==> src/rtl/ml_engine_rf.sv <==
// ml_engine_rf: picks a memory maintenance action (0 NONE, 1 SCRUB, 2 REFRESH)
// from a DRAM error-statistics snapshot. Hard rules take priority; otherwise
// a fixed five-tree forest votes. The decision is registered once per clock.
module ml_engine_rf #(
   parameter int unsigned ROW_HAMMER_TH  = 64,
   parameter int unsigned ROW_RATIO_MULT = 5,
   parameter int unsigned RATE_TH        = 50,
   parameter int unsigned COL_TH         = 8
) (
   input  logic        clk,
   input  logic        rst_n,
   input  logic [15:0] total_errors,
   input  logic [15:0] read_errors,
   input  logic [15:0] write_errors,
   input  logic [15:0] scrub_errors,
   input  logic [15:0] unique_rows,
   input  logic [15:0] unique_cols,
   input  logic [15:0] max_row_hits,
   input  logic [15:0] max_col_hits,
   input  logic [15:0] error_rate_int,
   output logic [1:0]  final_action
);

   localparam int unsigned CW = 3;   // vote counter width (up to 5 votes)

   localparam logic [1:0] ACT_NONE    = 2'd0;
   localparam logic [1:0] ACT_SCRUB   = 2'd1;
   localparam logic [1:0] ACT_REFRESH = 2'd2;

   logic [1:0]    action_d, action_q;
   logic [18:0]   row_scaled;
   logic [16:0]   rw_sum;
   logic          rule_hammer, rule_ratio, rule_refresh;
   logic [1:0]    vote_a, vote_b, vote_c, vote_d, vote_e;
   logic [CW-1:0] cnt_none, cnt_scrub, cnt_refresh;
   logic [1:0]    forest_action;

   // Widened arithmetic so neither product nor sum can wrap
   assign row_scaled = 19'(unique_rows) * 19'(ROW_RATIO_MULT);
   assign rw_sum     = 17'(read_errors) + 17'(write_errors);

   // Hard rules
   assign rule_hammer  = (max_row_hits >= 16'(ROW_HAMMER_TH));
   assign rule_ratio   = (row_scaled < 19'(total_errors));
   assign rule_refresh = (error_rate_int >= 16'(RATE_TH)) &&
                         (unique_cols >= 16'(COL_TH));

   // Individual tree votes
   always_comb begin
      vote_a = ACT_NONE;
      vote_b = ACT_NONE;
      vote_c = ACT_NONE;
      vote_d = ACT_NONE;
      vote_e = ACT_NONE;

      if (max_row_hits >= 16'd32) begin
         vote_a = (max_col_hits < 16'd16) ? ACT_SCRUB : ACT_REFRESH;
      end else begin
         vote_a = (error_rate_int >= 16'd100) ? ACT_REFRESH : ACT_NONE;
      end

      if (total_errors >= 16'd200) begin
         vote_b = (unique_rows <= 16'd16) ? ACT_SCRUB : ACT_REFRESH;
      end else begin
         vote_b = (17'(scrub_errors) > rw_sum) ? ACT_SCRUB : ACT_NONE;
      end

      if ((unique_cols >= 16'd16) || (max_col_hits >= 16'd32)) begin
         vote_c = ACT_REFRESH;
      end

      if (error_rate_int >= 16'd80) begin
         vote_d = (unique_cols >= 16'd4) ? ACT_REFRESH : ACT_SCRUB;
      end

      if ((max_row_hits >= 16'd16) && (unique_rows <= 16'd8)) begin
         vote_e = ACT_SCRUB;
      end else if (unique_cols >= 16'd8) begin
         vote_e = ACT_REFRESH;
      end
   end

   // Majority vote; ties resolve toward the more severe action
   always_comb begin
      cnt_none    = CW'(vote_a == ACT_NONE)    + CW'(vote_b == ACT_NONE)    +
                    CW'(vote_c == ACT_NONE)    + CW'(vote_d == ACT_NONE)    +
                    CW'(vote_e == ACT_NONE);
      cnt_scrub   = CW'(vote_a == ACT_SCRUB)   + CW'(vote_b == ACT_SCRUB)   +
                    CW'(vote_c == ACT_SCRUB)   + CW'(vote_d == ACT_SCRUB)   +
                    CW'(vote_e == ACT_SCRUB);
      cnt_refresh = CW'(vote_a == ACT_REFRESH) + CW'(vote_b == ACT_REFRESH) +
                    CW'(vote_c == ACT_REFRESH) + CW'(vote_d == ACT_REFRESH) +
                    CW'(vote_e == ACT_REFRESH);
      if ((cnt_refresh >= cnt_scrub) && (cnt_refresh >= cnt_none)) begin
         forest_action = ACT_REFRESH;
      end else if (cnt_scrub >= cnt_none) begin
         forest_action = ACT_SCRUB;
      end else begin
         forest_action = ACT_NONE;
      end
   end

   // Priority select: hard rules first, forest last
   always_comb begin
      action_d = forest_action;
      if (rule_hammer || rule_ratio) begin
         action_d = ACT_SCRUB;
      end else if (rule_refresh) begin
         action_d = ACT_REFRESH;
      end
   end

   // Decision register, cleared asynchronously
   always_ff @(posedge clk or negedge rst_n) begin
      if (!rst_n) begin
         action_q <= ACT_NONE;
      end else begin
         action_q <= action_d;
      end
   end

   assign final_action = action_q;

endmodule

==> config.mk <==
export PLATFORM = sky130hd
export DESIGN_NAME = ml_engine_rf
export DESIGN_NICKNAME = d
export VERILOG_FILES = /design/src/rtl/ml_engine_rf.sv
export SDC_FILE = /design/constraint.sdc
export NUM_CORES = 1
export LEC_CHECK = 0
export CAP_MARGIN = 20
export CORE_UTILIZATION = 35
export DETAILED_ROUTE_END_ITERATION = 8
export PLACE_DENSITY = 0.69
export SLEW_MARGIN = 40
export SYNTH_ARGS = -nofsm -noshare
export SYNTH_HDL_FRONTEND = slang
export SYNTH_SLANG_ARGS = --single-unit
==> constraint.sdc <==
create_clock -name clk -period 0.8 [get_ports clk]
set_input_delay 0.2 -clock clk [delete_from_list [all_inputs] [get_ports clk]]
set_output_delay 0.2 -clock clk [all_outputs]
set_load 0.005 [all_outputs]
==> Yosys cells after proc, flatten, opt, wreduce, memory -nomap -nowiden <==
Cells that the tools add are included.
{ "word_totals": {"register_bits": 2, "output_inout_bits": 2, "input_bits": 146, "wordCells": 69} }
{ "classes": {"n_mul": 1, "n_eq_ne": 10, "n_mux": 15, "addsub": 13, "magnitude_cmp": 19, "n_reduce_logical": 10} }
{ "op_table": {"columns": ["operator", "n"], "rows": [
  ["greater-or-equal comparator 16 x 6 -> 1 bit (second input constant)", 3],
  ["greater-or-equal comparator 16 x 7 -> 1 bit (second input constant)", 3],
  ["greater-or-equal comparator 16 x 5 -> 1 bit (second input constant)", 2],
  ["two-way mux 2 bit", 13],
  ["less-than comparator 19 x 16 -> 1 bit", 1],
  ["multiplier 16 x 3 -> 19 bit (second input constant)", 1],
  ["adder 3 x 1 -> 3 bit", 6],
  ["adder 16 x 16 -> 17 bit", 1],
  ["> comparator 16 x 17 -> 1 bit", 1],
  ["greater-or-equal comparator 16 x 3 -> 1 bit (second input constant)", 1],
  ["greater-or-equal comparator 16 x 4 -> 1 bit (second input constant)", 1],
  ["greater-or-equal comparator 16 x 8 -> 1 bit (second input constant)", 1],
  ["less-or-equal comparator 16 x 4 -> 1 bit (second input constant)", 1],
  ["less-or-equal comparator 16 x 5 -> 1 bit (second input constant)", 1],
  ["less-than comparator 16 x 5 -> 1 bit (second input constant)", 1],
  ["== test 2 x 1 -> 1 bit (second input constant)", 5],
  ["== test 2 bit (second input constant)", 5],
  ["zero test 2 bit", 5],
  ["adder 2 x 1 -> 3 bit", 3],
  ["greater-or-equal comparator 3 bit", 3],
  ["adder 1 x 1 -> 2 bit", 3],
  ["logical AND 1 bit", 3],
  ["logical OR 1 bit", 2],
  ["two-way mux 1 bit", 2]
]} }

==> Logic depth before layout (Yosys ltp) <==
{ "logic_depth": {"ltp_word": 14, "depth_mapped": 25, "ltp_nobuf": 25} }

==> Least setup slack after synthesis <==
Ideal clock, no wire load.
{ "synth_timing": {"path_type": "input port to flip-flop", "start": "input port read_errors[0]", "end": "register action_q[0] (netlist: final_action[0])", "arrival_ns": 5.390, "required_time_ns": 0.705, "stages": 25, "n_path_buf": 0, "setup_slack_ns": -4.685, "setup_ns": 0.095, "path_cell_list": "ha_1 fa_1 a211o_1 a21oi_1 a2111oi_2 o21ai_1 nor3_1 a311oi_1 ha_1 a21o_1 a211o_1 a221oi_1 o21ai_0 nand4_1 nand2b_1 fa_1 fa_1 inv_1 ha_1 nand2b_1 maj3_1 a21oi_1 o22ai_1 o21a_1 o31ai_1"} }
{ "synth_between": {"elab_chain_len": 14, "word_cells_on_any_way": 27, "cone_classes": "add/sub (13); order compare (4); eq/ne (2); mux (6); reduce/logical (2)"} }
{ "synth_rtl": {"columns": ["element", "line_no", "text"], "rows": [
  ["start: declaration", "13", "input logic [15:0] read_errors,"],
  ["adder 16 x 16 -> 17 bit *", "40", "assign rw_sum = 17'(read_errors) + 17'(write_errors);"],
  ["> comparator 16 x 17 -> 1 bit *", "65", "vote_b = (17'(scrub_errors) > rw_sum) ? ACT_SCRUB : ACT_NONE;"],
  ["two-way mux 1 bit *", "65", null],
  ["two-way mux 2 bit *", "62", "if (total_errors >= 16'd200) begin"],
  ["== test 2 x 1 -> 1 bit, or another cell as far along", "88", "cnt_scrub = CW'(vote_a == ACT_SCRUB) + CW'(vote_b == ACT_SCRUB) +"],
  ["adder 1 x 1 -> 2 bit, on equally long branches", "88, 85, 91", null],
  ["adder 2 x 1 -> 3 bit, on equally long branches", "88, 85, 91", null],
  ["adder 3 x 1 -> 3 bit, on equally long branches (2 in a row)", "89, 86, 92", null],
  ["greater-or-equal comparator 3 bit, on equally long branches", "96, 94", null],
  ["two-way mux 1 bit or logical AND 1 bit (tied branches)", "96, 94", null],
  ["two-way mux 2 bit *", "94", "if ((cnt_refresh >= cnt_scrub) && (cnt_refresh >= cnt_none)) begin"],
  ["two-way mux 2 bit *", "108", "end else if (rule_refresh) begin"],
  ["two-way mux 2 bit *", "106", "if (rule_hammer || rule_ratio) begin"],
  ["via action_d[0]", "30", "logic [1:0] action_d, action_q;"],
  ["end signal: assignment", "118", "action_q <= action_d;"],
  ["end: declaration", "30", null]
]} }
The timed path passes the listed nets; every way through them passes the cells marked *.

==> Final worst setup path <==
{ "layout_timing": {"start": "input port read_errors[3]", "end": "register action_q[0] (netlist: final_action[0])"} }
Same word-level chain as after synthesis.

==> out/metrics.yaml <==
layout:
  fillers: 673
  areaGrowthSynthToFinish_pct: 86.8
  largest_reg_flops: 2
  nNetsFinal: 883
  mostFrequentLayoutCells: "118 x buf_4, 116 x clkdlybuf4s50_1, 78 x ha_1"
  antenna_cells: 0
  layout_commonest_cell: "buf_4"
  seqCellArea_um2: 50.0
  fin_util_pct: 68.1
  drive_gt1_share_pct: 26.2
  multi_input_area_um2: 3030
  final_cells: 747
detailed_routing:
  via_per_inst: 5.12
  drc: 0
  ant_nets: 0
  first_pass_iters: 4
  routedWlPerCell_um: 14.0
  drt-total-wl_mm: 10.5
  drt_iter0_markers: 118
  vias: 3822
critical_path:
  critPathKind: "input port to register"
  worst_setup_path_end_kind: "register"
  cp-start-kind: "input port"
  crit_slowest_cell: "fa_1"
  crit_arrival_ns: 5.25
  required_ns: 0.92
  slowest_delay_ns: 0.50
  crit_fanout: 3
sta:
  setup_viol: 4
  period_minus_slack_ns: 5.13
  drv_slew: 0
  fin_crit_sh_pct: 641
  tightest_slew_ns: 0.480
  slew_headroom_pct: 67.6
  finalWorstSetupSlack_ns: -4.33
  rsz0062_at_grt: "yes"
  timing_hold_violations_final: 0
  finalSetupTns_ns: -8.75
  timing.fmax_mhz: 195
yosys:
  syn_inst: 385
  async_flop_share_pct: 100
  synth_warnings: 0
  synth_area_leaders: "ha_1 36%, inv_1 4.9%, a21oi_1 4.7%"
  netlist.top_cell.by_area: "ha_1"
  ys_seq_area_share_pct: 1.66
  ys_ff_latch: 2
  yosysUniqueCellTypes: 52
  synth_top_family_by_area: "adder cells"
  synth_xor_area_share_pct: 6.69
  syn_nets: 624
  avgSynthCellArea_um2: 7.82
  synthAdderAreaFrac_pct: 41.1
  synth-compound-area-share_pct: 25.7
  yosys.area.top_type_share_pct: 35.8
  synth_edf_count: 0
  yosys.area_share.simple_pct: 19.0
  synth_flop_cell: "dfrtp_1"
  synth_area_um2: 3010
  synth_mux_area_share_pct: 0.998
die:
  start_util_pct: 36.4
  die-area_um2: 8970
  fp.dieH_um: 94.7
  core_um2: 8260
  die_x_um: 94.7
  rows: 33
  io_pins: 148
clock_network:
  cts_tree: "built"
  htreeDepth: 1
  numCtsBuffers: 3
  clk_pin_slew_ns: 0.03
  clkSinkCount: 2
  cts-root-buf: "clkbuf_8"
  cts_buffer_depth: 2
  holdBufCountCts: 0
pwr:
  pwr_density_cell_nw_per_um2: 797
  irDropWorstVdd_uv: 363
  power_leakage_uw: 0.00267
  power.total_uw: 4480
placement:
  dp_hpwl_mm: 9.20
  place_inst: 732
  gp_congestion: 0.857
  port_buffers: 136
global_routing:
  antenna_found_initial: 0
  grt-ovfl-total: 0
  groute.usage.overall_pct: 23.7
  grt_pass1_vias: 4000
  grt_pass1_wl_mm: 17.1
  grt_max_degree: 7
min_path:
  hold_class: "input port to async pin"
run:
  cap_viol_max_count: 0
outcome:
  status: "finished, violations left"
  violations: "negative setup slack"
## per-stage QoR
step | area (um^2) | setup slack, ns | hold WS (ns)
after floorplan | 3060 | -4.33 | -0.0956
after global placement | 5350 | -4.96 | 0.374
after detailed placement | 5350 | -5.09 | 0.374
after CTS | 5540 | -4.42 | 0.145
after global routing | 5620 | -4.58 | 0.155
final | 5620 | -4.33 | 0.147
## timing repair
item,CTS,global route
buffers inserted,10,2
pin swaps,42,24
endpoints found under the setup margin,4,4
resized for setup,57,14
## area by class of cell
type                       count  area share, %
tap                          105           2.34
multi-input combinational    344           53.9
sequential                     2          0.890
inverter                      39           2.60
timing repair buffer         254           39.5
clock buffer                   3          0.735
## metal layers
layer | vias to the layer above | share of wire (%) | wire length [um] | track usage [%]
met5 | - | 0 | 0 | 0
met4 | 0 | 2.2 | 233 | 6.44
met3 | 18 | 6.3 | 654 | 2.50
met2 | 125 | 52 | 5460 | 47.2
met1 | 1721 | 39 | 4110 | 26.1
li1 | 1958 | - | - | -
## worst paths after layout
kind / start / to / slack (ns) / depth (start not counted)
max: read_errors[3] / final_action[0]$_DFF_PN0_ / -4.33 / 25
min: rst_n / final_action[1]$_DFF_PN0_ / 0.15 / 1
max in group asynchronous: rst_n / final_action[0]$_DFF_PN0_ / 0.53 / 1
min in group clk: final_action[0]$_DFF_PN0_ / final_action[0] / 0.83 / 1
## logic make-up after synthesis
kind of cell,count (synthesis)
and+or+nand+nor,112
DFF,2
xor gates and xnor gates,23
buffers and inverters,39
adders and majority gates,95
AOI/OAI and AO/OA,111
muxes,3
## power by group
part           switching (uW)  leakage (uW)  internal, uW
logic                    1680       0.00263          2290
clock network            93.6     0.0000216           319
registers              0.0247     0.0000227           102
total                    1770       0.00267          2710
## critical path: cells and delay by family
kind,cells,cell delay [ns]
simple gates,3,0.34
buf+inv,3,0.47
compound gates,13,2.11
fa+ha+maj,6,2.10
## cell usage after synthesis, types with 3 or more instances
cell type  number
ha_1           86
inv_1          39
a21oi_1        28
nor2_1         24
nand2_1        19
o21ai_0        18
xnor2_1        16
nor4_1         15
nand3_1        13
o21a_1         12
nor3_1         10
a21o_1          8
nand2b_1        8
fa_1            7
nand4_1         7
xor2_1          7
a211o_1         5
nor2b_1         4
o21ai_1         4
o22ai_1         4
a211oi_1        3
mux2i_1         3
o311a_1         3
or2_2           3
or3_1           3
(Power assumes the default switching activity.)
==> edit 1, RTL diff (config.mk and constraints unchanged) <==
Set the localparam `CW` to 2 (it was 3).
--- a/src/rtl/ml_engine_rf.sv
+++ b/src/rtl/ml_engine_rf.sv
@@ -23,3 +23,3 @@
 
-   localparam int unsigned CW = 3;   // vote counter width (up to 5 votes)
+   localparam int unsigned CW = 2;   // vote counter width (up to 5 votes)
 
Check against the original RTL: not equivalent (Yosys sat finds a counterexample within 4 cycles, from zero or initial values and one cycle with rst_n low).
==> edit 1 against the unedited design <==
The flow still finishes with violations (negative setup slack); largest power group unchanged; power shrank 5.6%; critical endpoint unchanged; sequential cell count did not move; first-iteration DRC count decreased by 29%; highest routed layer unchanged; area after synthesis is 5.1% lower; wire length down 7.2%; maximum frequency up 0.25%; sequential share of layout area hardly changed; design area down 4.7%; setup slack improved by 13 ps; combinational power is 6.3% lower.
==> edit 1: results (changes against the unedited design) <==
- WL final: 9700 µm (-7.2%)
- DP Wirelength: 8540 µm (-7.2%)
- Peak supply drop: 447 µV (+23%)
- Crit path to: final_action[0]
- Status: complete, but fails checks
- Vias in the first global route: 3865 (-3.4%)
- DR iter-0 viols: 84 (-29%)
- Final setup margin: -4320 ps (+12.7 ps)
- Setup violators final: 4 (unchanged)
- Crit path from: write_errors[0]
- Synth unique cells: 48 (-7.7%)
- Warnings, synthesis: 0 (unchanged)
- Sw Pwr: 0.00162 W (-8.4%)
- Post-synth ARST share: 100% (unchanged)
- First-pass GRT wire length: 16400 µm (-4.4%)
- Detailed-route vias per instance: 5.08 (-0.77%)
- Htree depth: 1 (unchanged)
- Top cells by area, synth: ha_1 (36%), a21oi_1 (5.3%), fa_1 (4.9%), a21o_1 (4.5%), inv_1 (4.2%)
- Clock Tree Root: clkbuf_8
- Failing checks: negative setup slack
- Diodes inserted: 0 (unchanged)
- Crit Path Max Fanout: 3 (unchanged)
- Clock transition at path regs: 30 ps (about the same)
- Sequential fraction of the synthesis area: 1.75% (+0.090 points)
- Initial antenna violation count: 0 (unchanged)
- Worst Hold Class: in -> async
- Main synth FF type: dfrtp_1
- Max FFs per register: 2 (unchanged)
- Fraction of layout cells with a size suffix above 1: 24.4% (-1.7 points)
- Top cells by count, synth: ha_1 (82), inv_1 (32), a21oi_1 (30), nor2_1 (24), a21o_1 (17)
- EDFF count, synth: 0 (unchanged)
- Max_slew headroom: 67.4% (-0.25 points)
- Largest buffer count on any clock path: 2 (unchanged)
- Net Count, Synth: 600 (-3.8%)
- Largest net degree at the start of global routing: 6 (-1)
- TritonCTS buffer count: 3 (unchanged)
- GP Congestion: 0.850 (-0.87%)
- Leakage: 2.61 nW (-2.3%)
- Total GRT Usage: 23.4% (-0.28 points)
- Critical path data arrival time: 5210 ps (-40 ps)
- # port buffers: 136 (unchanged)
- Fin nets: 851 (-3.6%)
- TritonRoute pass-1 iters: 4 (unchanged)
- Worst slack, placed: -5100 ps (-5.78 ps)
==> edit 1: repair_timing <==
| item | CTS | global route |
|---|---|---|
| resized for setup | 52 | 4 |
| endpoints found under the setup margin | 4 | 4 |
| gates cloned | 0 | 0 |
| pin swaps | 38 | 10 |
| buffers inserted | 8 | 3 |
| hold buffers | 0 | 0 |
==> edit 1: worst min path at each step <==
stage	cells past startpoint	to	slack (ps)	startpoint
final	1	final_action[1]	150	rst_n
after global routing	1	final_action[1]	150	rst_n
after CTS	1	final_action[1]	150	rst_n
after detailed placement	1	final_action[1]	380	rst_n
after global placement	1	final_action[1]	380	rst_n
after floorplan	0	final_action[0]	-100	rst_n
==> edit 1: logic make-up after synthesis <==
group	synth area share, %
multiplexers	1.27
flip-flops	1.75
AO/OA/AOI/OAI	24.5
adder cells (fa/ha/maj)	40.8
XOR/XNOR	7.67
buffers and inverters	4.21
AND/OR/NAND/NOR	19.8
==> edit 1: critical path: stages <==
cell and delay (ps):
buf_6 100, ha_4 150, fa_2 340, a21o_1 170
a21oi_2 140, o211ai_1 160, a2111o_1 470, a31o_1 200
a21oi_2 120, xor2_1 160, ha_1 280, a21o_1 180
a211oi_2 180, o211ai_1 120, o211ai_1 190, a41o_1 130
nand2b_1 70, fa_1 450, fa_1 510, inv_2 60
ha_4 250, nand2b_4 110, a21oi_2 40, o22a_1 210
a21oi_1 130, o21ai_1 70
==> edit 1: area by class of cell <==
| cell class | count | area [µm²] |
|---|---|---|
| Sequential cell | 2 | 50.0 |
| Timing Repair Buffer | 246 | 2170 |
| Multi-Input combinational cell | 331 | 2840 |
| Inverter | 32 | 120 |
| Tap cell | 102 | 128 |
| Clock buffer | 3 | 41.3 |
| Fill cell | 666 | 2450 |
==> edit 1: power by group through the flow <==
stage | clock network (W) | logic (W) | registers (W)
CTS | 0.000425 | 0.00368 | 0.000102
detailed placement | 0 | 0.00354 | 0.000103
global route | 0.000437 | 0.00416 | 0.000102
finish | 0.000419 | 0.00371 | 0.000102
floorplan | 0 | 0.00181 | 0.000103
global placement | 0 | 0.00345 | 0.000103
==> edit 1: metrics by stage <==
step | power [W] | TNS (ps) | instances | cell area [µm²] | utilization [%]
4_1_cts | 0.00421 | -8670 | 713 | 5320 | 68.1
3_5_place_dp | 0.00364 | -10630 | 703 | 5120 | 65.6
5_1_grt | 0.00470 | -9380 | 716 | 5360 | 68.6
3_3_place_gp | 0.00355 | -10430 | 703 | 5120 | 65.6
2_1_floorplan | 0.00192 | -8650 | 365 | 2880 | -
6_report | 0.00423 | -8780 | 716 | 5360 | 68.6
==> edit 1: routing by layer <==
layer	wire length, µm	global-route usage, %
met5	0	0
met4	137	4.95
met3	299	1.64
met2	5210	46.1
met1	4050	27.3
==> edit 2, RTL diff (same settings) <==
Without the edit above. Register the output `final_action` once more, with the module's reset; this adds one clock of latency there.
--- a/src/rtl/ml_engine_rf.sv
+++ b/src/rtl/ml_engine_rf.sv
@@ -121,3 +121,9 @@
 
-   assign final_action = action_q;
+   always_ff @(posedge clk or negedge rst_n) begin
+      if (!rst_n) begin
+         final_action <= '0;
+      end else begin
+         final_action <= action_q;
+      end
+   end
 
Check against the original RTL: not equivalent (Yosys sat finds a counterexample within 4 cycles, from zero or initial values and one cycle with rst_n low).
==> edit 2 against the unedited design <==
The run still ends with negative setup slack left; area after synthesis is 1.1% lower; wire length shrank 6.3%; sequential cell count increased by 2; power decreased by 3.0%; setup slack got worse by 370 ps; combinational power down 6.3%; design area is 2.7% lower; critical path depth grew 2; largest power group unchanged.
==> edit 2: results (changes against the unedited design) <==
- Setup violators final: 4 (unchanged)
- Peak supply drop: 510 µV (+40%)
- Top cells by count, synth: ha_1 (86), inv_1 (38), a21oi_1 (30), nor2_1 (22), o21ai_0 (20)
- Crit path from: write_errors[0]
- Largest net degree at the start of global routing: 5 (-2)
- Post-synth ARST share: 100% (unchanged)
- Number of fillers in the final layout: 710 (+5.5%)
- Area share of xor/xnor cells in the synthesized design: 6.48% (-0.22 points)
- Max incr delay on CP: 520 ps (+20 ps)
- GP Congestion: 0.849 (-1.0%)
- Compound-Gate Fraction of Synth Area: 24.2% (-1.4 points)
- Max_slew headroom: 60.2% (-7.4 points)
- Fraction of synthesized area in multiplexers: 0.841% (-0.16 points)
- Leakage: 2.70 nW (+0.81%)
- TritonRoute pass-1 iters: 4 (unchanged)
- Largest registers: action_q (2), final_action (2)
- DP Wirelength: 8680 µm (-5.6%)
- Synth unique cells: 47 (-9.6%)
- Fin cells: 731 (-2.1%)
- Placed cell count: 721 (-1.5%)
- Fraction of layout cells with a size suffix above 1: 24.3% (-1.9 points)
- Final hold slack: 203 ps (+55.5 ps)
- Status: complete, but fails checks
- Critical register-to-register path startpoint: action_q[1]
- Fin nets: 867 (-1.8%)
- WL met2: 4960 µm (-9.0%)
- WL per Instance: 13.4 µm (-4.2%)
- Diodes inserted: 0 (unchanged)
- Net Count, Synth: 614 (-1.6%)
- Vias in the first global route: 3891 (-2.7%)
- Sequential fraction of the synthesis area: 3.36% (+1.7 points)
- Met3 WL: 547 µm (-16%)
- First-pass GRT wire length: 16000 µm (-6.4%)
- Setup TNS: -9570 ps (-825 ps)
- Top cells by area, synth: ha_1 (36%), a21oi_1 (5.0%), inv_1 (4.8%), fa_1 (4.7%), a21o_1 (4.5%)
- Vias: 3728 (-2.5%)
- Critical path data arrival time: 5600 ps (+350 ps)
- Avg Cell Area, Syn: 7.93 µm² (+1.5%)
- Failing checks: negative setup slack
- Total GRT Usage: 22.5% (-1.2 points)
- DR iter-0 viols: 43 (-64%)
- WL met1: 4150 µm (+1.0%)
- Adder-cell share of the synthesized area: 41.5% (+0.47 points)
- Main synth FF type: dfrtp_1
- Post-route clock skew: 0.0703 ps
- Final setup margin: -4700 ps (-372 ps)
- Crit Path Max Fanout: 2 (-1)
-- edit 2: cell types whose count changed after synthesis, sizes merged, moves of 3 or more --
cell	before	now
nand3	13	8
o22ai	5	2
xor2	7	12
a211o	5	2
xnor2	16	10
o211ai	0	5
o21a	13	6
o31ai	3	0
a211oi	3	6
a21o	10	18
nand2	19	16
-- edit 2: what timing repair did --
item	in CTS	in global routing
setup buffers	5	2
pin swaps	28	10
setup endpoints to repair	4	4
endpoints found under the hold margin	0	0
resized for setup	43	3
-- edit 2: report_power, final --
group	switching, W	internal (W)	leakage [nW]
combinational	0.00152	0.00219	2.63
sequential	0.0000000840	0.000204	0.0455
clock	0.000107	0.000321	0.0216
total	0.00163	0.00272	2.70
-- edit 2: final cells by class --
type | count | area share, %
Multi-Input combinational cell | 333 | 52.4
Timing Repair Buffer | 248 | 40.0
Inverter | 38 | 2.61
Tap cell | 105 | 2.40
Sequential cell | 4 | 1.83
Clock buffer | 3 | 0.755
-- edit 2: how the worst max path moves through the flow --
| stage | to |
|---|---|
| after floorplan | action_q[0] |
| after global placement | action_q[0] |
| after detailed placement | action_q[0] |
| after CTS | action_q[0] |
| after global routing | action_q[0] |
| final | action_q[0] |
-- edit 2: cell families after synthesis --
family / count (synthesis)
multiplexers: 2
AO/OA/AOI/OAI: 109
XOR/XNOR: 22
flip-flops: 4
adder cells (fa/ha/maj): 95
buffers and inverters: 38
AND/OR/NAND/NOR: 105
-- edit 2: metrics by stage --
stage                     instance area, µm²  setup WS (ps)
after floorplan                         3020          -4590
after global placement                  5310          -5220
after detailed placement                5310          -5390
after CTS                               5440          -4750
after global routing                    5470          -5020
final                                   5470          -4700
-- edit 2: metal layers --
metal / up-vias / GRT usage, %
met5: - / 0
met4: 0 / 4.74
met3: 12 / 2.18
met2: 112 / 44.7
met1: 1696 / 25.4
li1: 1908 / -
-- edit 2: critical path, delay by kind of cell --
kind                     cells  cell delay (ps)
AO/OA/AOI/OAI               14             2600
XOR/XNOR                     1              180
adder cells (fa/ha/maj)      7             2230
buffers and inverters        2              170
AND/OR/NAND/NOR              3              240
